--- config.mk ---
export PLATFORM = sky130hd
export DESIGN_NAME = rsa_avmm_wrapper
export DESIGN_NICKNAME = d
export VERILOG_FILES = /design/src/rtl/rsa_avmm_wrapper.sv
export SDC_FILE = /design/constraint.sdc
export NUM_CORES = 2
export LEC_CHECK = 0
export BUFFER_PORTS_ARGS = -buffer_cell sky130_fd_sc_hd__buf_2
export CAP_MARGIN = 5
export CORE_AREA = 2 2 426 428
export DETAILED_ROUTE_END_ITERATION = 12
export DIE_AREA = 0 0 428 430
export PLACE_DENSITY = 0.38
export SYNTH_ARGS = -nofsm -noshare
export SYNTH_HDL_FRONTEND = slang
export SYNTH_SLANG_ARGS = --single-unit
export TNS_END_PERCENT = 50
--- constraint.sdc ---
create_clock -name i_clk -period 44.6 [get_ports i_clk]
set_clock_uncertainty 0.1 [all_clocks]
set_input_delay 4.46 -clock i_clk [delete_from_list [all_inputs] [get_ports i_clk]]
set_output_delay 4.46 -clock i_clk [all_outputs]
set_load 0.01 [all_outputs]
--- src/rtl/rsa_avmm_wrapper.sv ---
// rsa_avmm_wrapper: bridges a UART (Avalon-MM slave) to a 256-bit RSA modexp core.
// Receives modulus, exponent and ciphertext as 96 MSB-first bytes, starts the core,
// then transmits the low 31 bytes of the result. Later messages reuse n and e and
// receive only a new 32-byte ciphertext.
//
// Ports:
//   i_clk, i_rst                 clock, asynchronous active-high reset
//   avm_address/read/write       Avalon-MM master request (registered)
//   avm_writedata/readdata       Avalon-MM data
//   avm_waitrequest              slave stall
//   core_src_val/rdy             operand handshake to the core
//   core_a/e/n                   ciphertext, exponent, modulus (registered)
//   core_result_val/rdy          result handshake from the core
//   core_result                  a^e mod n
module rsa_avmm_wrapper #(
    parameter int unsigned RX_BASE     = 0,
    parameter int unsigned TX_BASE     = 4,
    parameter int unsigned STATUS_BASE = 8,
    parameter int unsigned RX_OK_BIT   = 7,
    parameter int unsigned TX_OK_BIT   = 6
) (
    input  logic         i_clk,
    input  logic         i_rst,
    output logic [4:0]   avm_address,
    output logic         avm_read,
    output logic         avm_write,
    input  logic [31:0]  avm_readdata,
    output logic [31:0]  avm_writedata,
    input  logic         avm_waitrequest,
    output logic         core_src_val,
    input  logic         core_src_rdy,
    output logic [255:0] core_a,
    output logic [255:0] core_e,
    output logic [255:0] core_n,
    input  logic         core_result_val,
    output logic         core_result_rdy,
    input  logic [255:0] core_result
);

    localparam int unsigned ADDR_W   = 5;
    localparam int unsigned RX_CNT_W = 7;
    localparam int unsigned TX_CNT_W = 5;
    localparam int unsigned RES_W    = 248;

    localparam logic [ADDR_W-1:0]   RX_ADDR      = ADDR_W'(RX_BASE);
    localparam logic [ADDR_W-1:0]   TX_ADDR      = ADDR_W'(TX_BASE);
    localparam logic [ADDR_W-1:0]   STATUS_ADDR  = ADDR_W'(STATUS_BASE);
    localparam logic [RX_CNT_W-1:0] E_FIRST      = RX_CNT_W'(32);
    localparam logic [RX_CNT_W-1:0] A_FIRST      = RX_CNT_W'(64);
    localparam logic [RX_CNT_W-1:0] RX_LAST      = RX_CNT_W'(95);
    localparam logic [TX_CNT_W-1:0] TX_LAST      = TX_CNT_W'(30);

    typedef enum logic [2:0] {
        QUERY_RX,
        READ_RX,
        START_CORE,
        WAIT_CORE,
        QUERY_TX,
        WRITE_TX
    } state_t;

    state_t                state;
    logic [RX_CNT_W-1:0]   rx_cnt;
    logic [TX_CNT_W-1:0]   tx_cnt;
    // Only result bits 247:0 are ever transmitted, so the top byte is not stored.
    logic [RES_W-1:0]      result;
    logic [7:0]            rx_byte;
    logic                  xfer_done;

    // Upper status/data bits and the untransmitted result byte carry no meaning here.
    logic unused_bits;
    assign unused_bits = ^{avm_readdata[31:8], core_result[255:248]};

    assign rx_byte   = avm_readdata[7:0];
    // A transfer completes in a cycle where a request is up and the slave does not stall.
    assign xfer_done = (avm_read || avm_write) && !avm_waitrequest;

    // Control FSM; every output is a register updated only on transfer completion,
    // so address/data/strobes are held while the slave stalls.
    always_ff @(posedge i_clk or posedge i_rst) begin
        if (i_rst) begin
            state           <= QUERY_RX;
            rx_cnt          <= '0;
            tx_cnt          <= '0;
            result          <= '0;
            avm_address     <= '0;
            avm_read        <= 1'b0;
            avm_write       <= 1'b0;
            avm_writedata   <= '0;
            core_src_val    <= 1'b0;
            core_result_rdy <= 1'b0;
            core_a          <= '0;
            core_e          <= '0;
            core_n          <= '0;
        end else begin
            case (state)
                QUERY_RX: begin
                    if (!avm_read) begin
                        // First poll after reset
                        avm_read    <= 1'b1;
                        avm_address <= STATUS_ADDR;
                    end else if (xfer_done && avm_readdata[RX_OK_BIT]) begin
                        avm_address <= RX_ADDR;
                        state       <= READ_RX;
                    end
                    // OK bit clear: read stays up, issuing the next poll
                end

                READ_RX: begin
                    if (xfer_done) begin
                        if (rx_cnt < E_FIRST) begin
                            core_n <= {core_n[247:0], rx_byte};
                        end else if (rx_cnt < A_FIRST) begin
                            core_e <= {core_e[247:0], rx_byte};
                        end else begin
                            core_a <= {core_a[247:0], rx_byte};
                        end
                        rx_cnt <= rx_cnt + RX_CNT_W'(1);
                        if (rx_cnt == RX_LAST) begin
                            avm_read     <= 1'b0;
                            core_src_val <= 1'b1;
                            state        <= START_CORE;
                        end else begin
                            avm_address <= STATUS_ADDR;
                            state       <= QUERY_RX;
                        end
                    end
                end

                START_CORE: begin
                    if (core_src_val && core_src_rdy) begin
                        core_src_val    <= 1'b0;
                        core_result_rdy <= 1'b1;
                        state           <= WAIT_CORE;
                    end
                end

                WAIT_CORE: begin
                    if (core_result_rdy && core_result_val) begin
                        result          <= core_result[RES_W-1:0];
                        core_result_rdy <= 1'b0;
                        avm_read        <= 1'b1;
                        avm_address     <= STATUS_ADDR;
                        state           <= QUERY_TX;
                    end
                end

                QUERY_TX: begin
                    if (xfer_done && avm_readdata[TX_OK_BIT]) begin
                        avm_read      <= 1'b0;
                        avm_write     <= 1'b1;
                        avm_address   <= TX_ADDR;
                        avm_writedata <= {24'b0, result[RES_W-1 -: 8]};
                        state         <= WRITE_TX;
                    end
                end

                WRITE_TX: begin
                    if (xfer_done) begin
                        result      <= {result[RES_W-9:0], 8'h00};
                        avm_write   <= 1'b0;
                        avm_read    <= 1'b1;
                        avm_address <= STATUS_ADDR;
                        if (tx_cnt == TX_LAST) begin
                            // Keep n and e; only a new ciphertext is received next
                            tx_cnt <= '0;
                            rx_cnt <= A_FIRST;
                            state  <= QUERY_RX;
                        end else begin
                            tx_cnt <= tx_cnt + TX_CNT_W'(1);
                            state  <= QUERY_TX;
                        end
                    end
                end

                default: begin
                    avm_read  <= 1'b0;
                    avm_write <= 1'b0;
                    state     <= QUERY_RX;
                end
            endcase
        end
    end

endmodule

Word level (Yosys, flattened, before mapping)
Cells that the tools add are included.

word-level totals
  flip-flop bits (word level) = 1,048
  input bits = 293
  logic and storage cells = 108

operators by class
  add/sub/neg operators = 2
  order comparisons = 2
  eq/ne operators = 18
  multiplexer cells = 42
  bitwise logic cells = 4
  reduce and logical (&&, ||, !) cells = 27

operator list
  cell                   number
  $mux W248              2
  $pmux W248 S2          1
  $mux W5                8
  $pmux W5 S5            1
  $mux W3                8
  $mux W7                3
  $ne A2 B2 Y1 const B   10
  $pmux W3 S6            1
  $reduce_and A4 Y1      4
  $pmux W7 S2            1
  $reduce_and A7 Y1      2
  $mux W1                12
  $reduce_and A3 Y1      4
  $reduce_bool A2 Y1     4
  $add A7 B1 Y7 const B  1
  $eq A7 B7 Y1 const B   1
  $lt A7 B6 Y1 const B   1
  $lt A7 B7 Y1 const B   1
  $eq A3 B2 Y1 const B   2
  $eq A3 B3 Y1 const B   2
  $pmux W1 S6            1
  $reduce_and A6 Y1      1
  $add A5 B1 Y5 const B  1
  $eq A5 B5 Y1 const B   1
  other kinds (13)       22

Logic depth before layout (Yosys ltp)
  depth in word-level cells = 6
  gate-level depth with buffers = 9
  depth with buffers taken out = 6

Least setup slack after synthesis
OpenSTA, ideal clock, no wires.

  path kind = input -> register
  from = input port avm_waitrequest
  to = register core_n[253]
  setup time = 125 ps
  arrival = 5,986 ps
  required time = 44,375 ps
  slack = 38,390 ps
  stages = 6
  cells stage by stage = o21bai_1 -> or3_4 -> nor3_4 -> buf_4 -> buf_6 -> mux2_2

between the ends
  word-level cells in the longest chain between the ends = 3

ends and longest elaborated chain
  element                      line  source
  start, declared              29    input logic avm_waitrequest,
  $logic_not A1 Y1             76    assign xfer_done = (avm_read || avm_write) && !avm_waitrequest;
  $logic_and A1 B1 Y1          76
  $reduce_and A3 Y1 (no line)  --
  end signal, assigned         112   core_n <= {core_n[247:0], rx_byte};
  end, declared                34    output logic [255:0] core_n,

No other way between the ends.
A chain may end at the register's enable or synchronous reset.

Final worst setup path
  from = input port core_result_val
  to = register result[26]

between the ends
  word-level cells in the longest chain between the ends = 3

ends and longest elaborated chain
  element                      line  source
  start, declared              35    input logic core_result_val,
  $logic_and A1 B1 Y1          139   if (core_result_rdy && core_result_val) begin
  $ne A2 B2 Y1 (no line)       --
  $reduce_and A3 Y1 (no line)  --
  end signal, assigned         140   result <= core_result[RES_W-1:0];
  end signal, assigned         160   result <= {result[RES_W-9:0], 8'h00};
  end, declared                66    logic [RES_W-1:0] result;

No other way between the ends.

==> flow_summary_export.csv <==
group,metric,value,unit
clock_network,post_cts_hold_buffer_count,0,
timing,slew-limit-headroom,21.2,%
setup_path,setup.worst_path.end_class,"flop",
route,antenna_left,0,
power_and_ir_drop,power.net_switching,0.000634,W
route,drtPass1Iterations,5,
setup_path,path_delay_family,"buffers and inverters",
timing,final-hold-violation-count,0,
timing,fin_tns_setup,0,ns
clock_network,clock-root-buffer,"sky130_fd_sc_hd__clkbuf_16",
timing,unrepaired_setup_endpoints_after_global_routing,"false",
setup_path,critical_path.startpoint_type,"primary input",
placed_design,place_inst,6151,
clock_network,cts_tree,"done",
logic_synthesis,netlist-cell-type-count,52,
placed_design,placement.io_buffers,1042,
timing,count_of_endpoints_failing_setup_in_the_final_report,0,
logic_synthesis,synth_enable_flop_cells,0,
placed_design,post-dp-hpwl,102000,µm
setup_path,crit_path_frequent_cell,"sky130_fd_sc_hd__buf_4",
timing,post-route-min-period,8.80,ns
clock_network,clkTransAtPathRegs,0.05,ns
clock_network,cts_inserted_buffers,131,
grt,antenna_violations_before_repair,52,
logic_synthesis,synth_ff_type,"sky130_fd_sc_hd__dfrtp_1",
floorplan,starting_density,23.0,%
timing,period_share,19.7,%
power_and_ir_drop,leakage,27.7,nW
flow_run,cap_viol_max_count,0,
power_and_ir_drop,power.share.combinational,11.4,%
power_and_ir_drop,internal_power,0.00173,W
logic_synthesis,synth.avg_cell_area,14.4,µm²
logic_synthesis,synth_sequential_area_ratio,63.1,%
route,num_vias,26434,
final_layout,final_layout_size_suffix_gt1_share,50.7,%
logic_synthesis,async_flop_share,100,%
clock_network,post_cts.resized_instances,0,
route,post-route-drc-count,0,
route,routed_wirelength,138000,µm
logic_synthesis,post-synth-top-area-cell,"sky130_fd_sc_hd__dfrtp_1",
floorplan,core-area,0.180,mm²
grt,first_pass_grt_wire_length,199000,µm
power_and_ir_drop,clock_power_share,44.0,%
clock_network,cts_num_sinks,1045,
floorplan,num_rows,156,
grt,grt_start_max_net_pins,186,
grt,gr-total-overflow,0,
setup_path,worst-path-max-fanout,132,
grt,first_global_vias,27330,
setup_path,crit_arrival,9.28,ns
setup_path,worst_ep_required_time,45.08,ns
setup_path,critPathKind,"primary input to flop",
floorplan,die_w,428,µm
route,post_drt_via_cell_ratio,4.13,
timing,final_max_slew_viol_count,0,
placed_design,finalWeightedCongestion,0.822,
timing,worst_slew_pin_tran,1.18,ns
logic_synthesis,yosysWarningCount,0,
clock_network,clock_tree.buffer_depth,3,
logic_synthesis,synthesis.area,0.0414,mm²
power_and_ir_drop,vdd.ir_drop.worst,38.3,µV
timing,maximum_clock_rate,114,MHz
final_layout,utilization,29.5,%
power_and_ir_drop,sw_frac_of_total,26.9,%
final_layout,fillCellCount,18648,
final_layout,layout.cells.non_filler,6395,
clock_network,post_cts_setup_buffer_count,0,
status,outcome,"finished clean",
logic_synthesis,synth_cells,2879,
logic_synthesis,synth_top_cells_by_area,"sky130_fd_sc_hd__dfrtp_1 (63%), sky130_fd_sc_hd__mux2_2 (20%), sky130_fd_sc_hd__mux2i_1 (5.8%), sky130_fd_sc_hd__o21ai_0 (3.1%), sky130_fd_sc_hd__nand2_1 (2.3%)",
grt,globalRouteTotalUtil,14.6,%
clock_network,clock_latency_at_the_later_pin_of_the_worst_skew_pair,0.76,ns
route,drt-wirelength-per-cell,21.6,µm
power_and_ir_drop,pwr-share-seq,44.6,%
hold_path,min-delay-path-class,"flop to flop",
logic_synthesis,ys_ff_latch,1045,
final_layout,design.final.nets,4210,
route,initialDrtViolationCount,1218,
floorplan,floorplan.die_area,0.184,mm²
setup_path,crit_buf_inv,6,
power_and_ir_drop,report.power.total,0.00236,W
floorplan,top_level_ports,1102,
final_layout,area_growth,28.2,%
setup_path,timing.critical_path.slowest_cell_delay,0.98,ns
setup_path,crit_path_cell_trace,"buf_2, and3_1, a22oi_2, buf_4, buf_4, buf_4, buf_4, buf_4, o21ai_0",
power_and_ir_drop,power-per-cell-area,44.4,mW/mm²
clock_network,cts_max_level,4,
setup_path,critical_path.slowest_cell,"sky130_fd_sc_hd__buf_4",
logic_synthesis,yosys.area.top_type_share,63.1,%
floorplan,die_h,430,µm
-- power by group through the flow --
stage | registers [W] | logic (W) | clock network, W
after floorplan | 0.00108 | 0.000123 | 0
after global placement | 0.00107 | 0.000283 | 0
after detailed placement | 0.00107 | 0.000282 | 0
after CTS | 0.00106 | 0.000283 | 0.00108
after global routing | 0.00106 | 0.000291 | 0.00112
final | 0.00105 | 0.000270 | 0.00104
-- per-stage QoR --
stage / area [µm²] / setup slack, ns / hold slack [ns]
2_1_floorplan: 41500 / 10.63 / 0.344
3_3_place_gp: 48900 / 34.85 / 0.361
3_5_place_dp: 48900 / 34.91 / 0.367
4_1_cts: 53100 / 35.75 / 0.380
5_1_grt: 53100 / 35.21 / 0.388
6_report: 53100 / 35.81 / 0.374
-- final cells by class --
class / instances / area [µm²] / share of cell area, %
inverters: 10 / 45.0 / 0.0848
repair buffers: 1076 / 5520 / 10.4
multi-input cells: 1650 / 14200 / 26.8
clock inverters: 28 / 258 / 0.485
well taps: 2370 / 2970 / 5.58
clock buffers: 200 / 3920 / 7.39
flip-flops and latches: 1045 / 26200 / 49.2
diodes: 16 / 40.0 / 0.0754
-- path summary, 6_finish.rpt --
path | slack [ns] | endpoint | depth (start not counted) | startpoint
min in group asynchronous | 3.78 | core_e[105] | 2 | i_rst
hold reg to reg | 0.37 | result[66] | 2 | result[66]
setup / recovery | 35.81 | result[26] | 9 | core_result_val
setup reg to reg | 38.66 | result[26] | 8 | state[1]
hold / removal | 0.37 | result[66] | 2 | result[66]
max in group asynchronous | 36.01 | core_n[147] | 7 | i_rst
-- logic make-up after synthesis --
group / synth area share (%)
AO/OA/AOI/OAI: 4.03
adder cells (fa/ha/maj): 0.0906
buffers and inverters: 2.92
flip-flops: 63.1
multiplexers: 26.9
other: 0.00905
AND/OR/NAND/NOR: 2.96
-- sequential cells by signal, summed over array words and instances, names as in the netlist --
name / flops
avm_writedata: 8
avm_address: 2
core_e: 256
result: 248
core_result_rdy: 1
tx_cnt: 5
core_src_val: 1
core_a: 256
rx_cnt: 7
state: 3
core_n: 256
avm_write: 1
avm_read: 1
-- cell usage after synthesis, types with 2 or more instances --
cell / count
sky130_fd_sc_hd__clkbuf_1: 38
sky130_fd_sc_hd__o311a_1: 2
sky130_fd_sc_hd__o21ba_2: 2
sky130_fd_sc_hd__buf_1: 5
sky130_fd_sc_hd__dfrtp_1: 1045
sky130_fd_sc_hd__nor2_1: 11
sky130_fd_sc_hd__nand2b_1: 3
sky130_fd_sc_hd__buf_6: 24
sky130_fd_sc_hd__nand3_1: 5
sky130_fd_sc_hd__buf_2: 103
sky130_fd_sc_hd__nand2_1: 253
sky130_fd_sc_hd__nand4_1: 4
sky130_fd_sc_hd__o31ai_1: 3
sky130_fd_sc_hd__o21bai_1: 2
sky130_fd_sc_hd__inv_1: 10
sky130_fd_sc_hd__buf_4: 30
sky130_fd_sc_hd__and3b_1: 3
sky130_fd_sc_hd__and3_1: 3
sky130_fd_sc_hd__o21a_1: 3
sky130_fd_sc_hd__ha_1: 3
sky130_fd_sc_hd__a21oi_1: 9
sky130_fd_sc_hd__a21o_1: 2
sky130_fd_sc_hd__a22oi_1: 2
sky130_fd_sc_hd__a31oi_1: 5
sky130_fd_sc_hd__nor3_2: 2
sky130_fd_sc_hd__mux2_1: 26
sky130_fd_sc_hd__or3_1: 4
sky130_fd_sc_hd__mux2i_1: 240
sky130_fd_sc_hd__o21ai_0: 256
sky130_fd_sc_hd__a211oi_1: 2
sky130_fd_sc_hd__a22o_1: 9
sky130_fd_sc_hd__mux2_2: 750
-- layer usage --
layer  global-route usage (%)  share of wire [%]  vias to the layer above
met3                     4.84                6.5                      259
met1                     16.5                 39                    13225
met4                     6.07                3.8                        4
met2                     25.3                 51                      749
met5                        0              0.015                        -
li1                         -                  -                    12197
-- cell usage in the layout (no fill, tap or decap), types with 3 or more instances in the layout --
cell type,synthesis,routed
sky130_fd_sc_hd__conb_1,1,27
sky130_fd_sc_hd__and3_1,3,3
sky130_fd_sc_hd__o21a_1,3,3
sky130_fd_sc_hd__nand3_1,5,4
sky130_fd_sc_hd__clkbuf_8,0,30
sky130_fd_sc_hd__nor2_1,11,11
sky130_fd_sc_hd__mux2_1,26,26
sky130_fd_sc_hd__buf_12,0,4
sky130_fd_sc_hd__clkinv_8,0,4
sky130_fd_sc_hd__nand4_1,4,4
sky130_fd_sc_hd__dfrtp_1,1045,1045
sky130_fd_sc_hd__nand2_1,253,252
sky130_fd_sc_hd__buf_2,103,1042
sky130_fd_sc_hd__o21ai_0,256,256
sky130_fd_sc_hd__a31oi_1,5,5
sky130_fd_sc_hd__a21oi_1,9,9
sky130_fd_sc_hd__a22o_1,9,9
sky130_fd_sc_hd__nand2b_1,3,3
sky130_fd_sc_hd__inv_6,0,5
sky130_fd_sc_hd__clkbuf_1,38,35
sky130_fd_sc_hd__buf_4,30,30
sky130_fd_sc_hd__ha_1,3,3
sky130_fd_sc_hd__inv_1,10,9
sky130_fd_sc_hd__o31ai_1,3,3
sky130_fd_sc_hd__clkbuf_16,0,135
sky130_fd_sc_hd__diode_2,0,16
sky130_fd_sc_hd__clkinv_2,0,12
sky130_fd_sc_hd__mux2_2,750,750
sky130_fd_sc_hd__clkinvlp_4,0,4
sky130_fd_sc_hd__nor3_2,2,3
sky130_fd_sc_hd__mux2i_1,240,240
sky130_fd_sc_hd__or3_1,4,4
-- worst register-to-register path: stages, from the launching register on --
cell and delay [ns]:
sky130_fd_sc_hd__dfrtp_1 0.70, sky130_fd_sc_hd__and3b_4 0.45, sky130_fd_sc_hd__a22oi_2 0.22, sky130_fd_sc_hd__buf_4 0.48, sky130_fd_sc_hd__buf_4 0.67, sky130_fd_sc_hd__buf_4 0.90
sky130_fd_sc_hd__buf_4 0.92, sky130_fd_sc_hd__buf_4 0.99, sky130_fd_sc_hd__o21ai_0 0.35
Power figures use the tool's default switching activity.
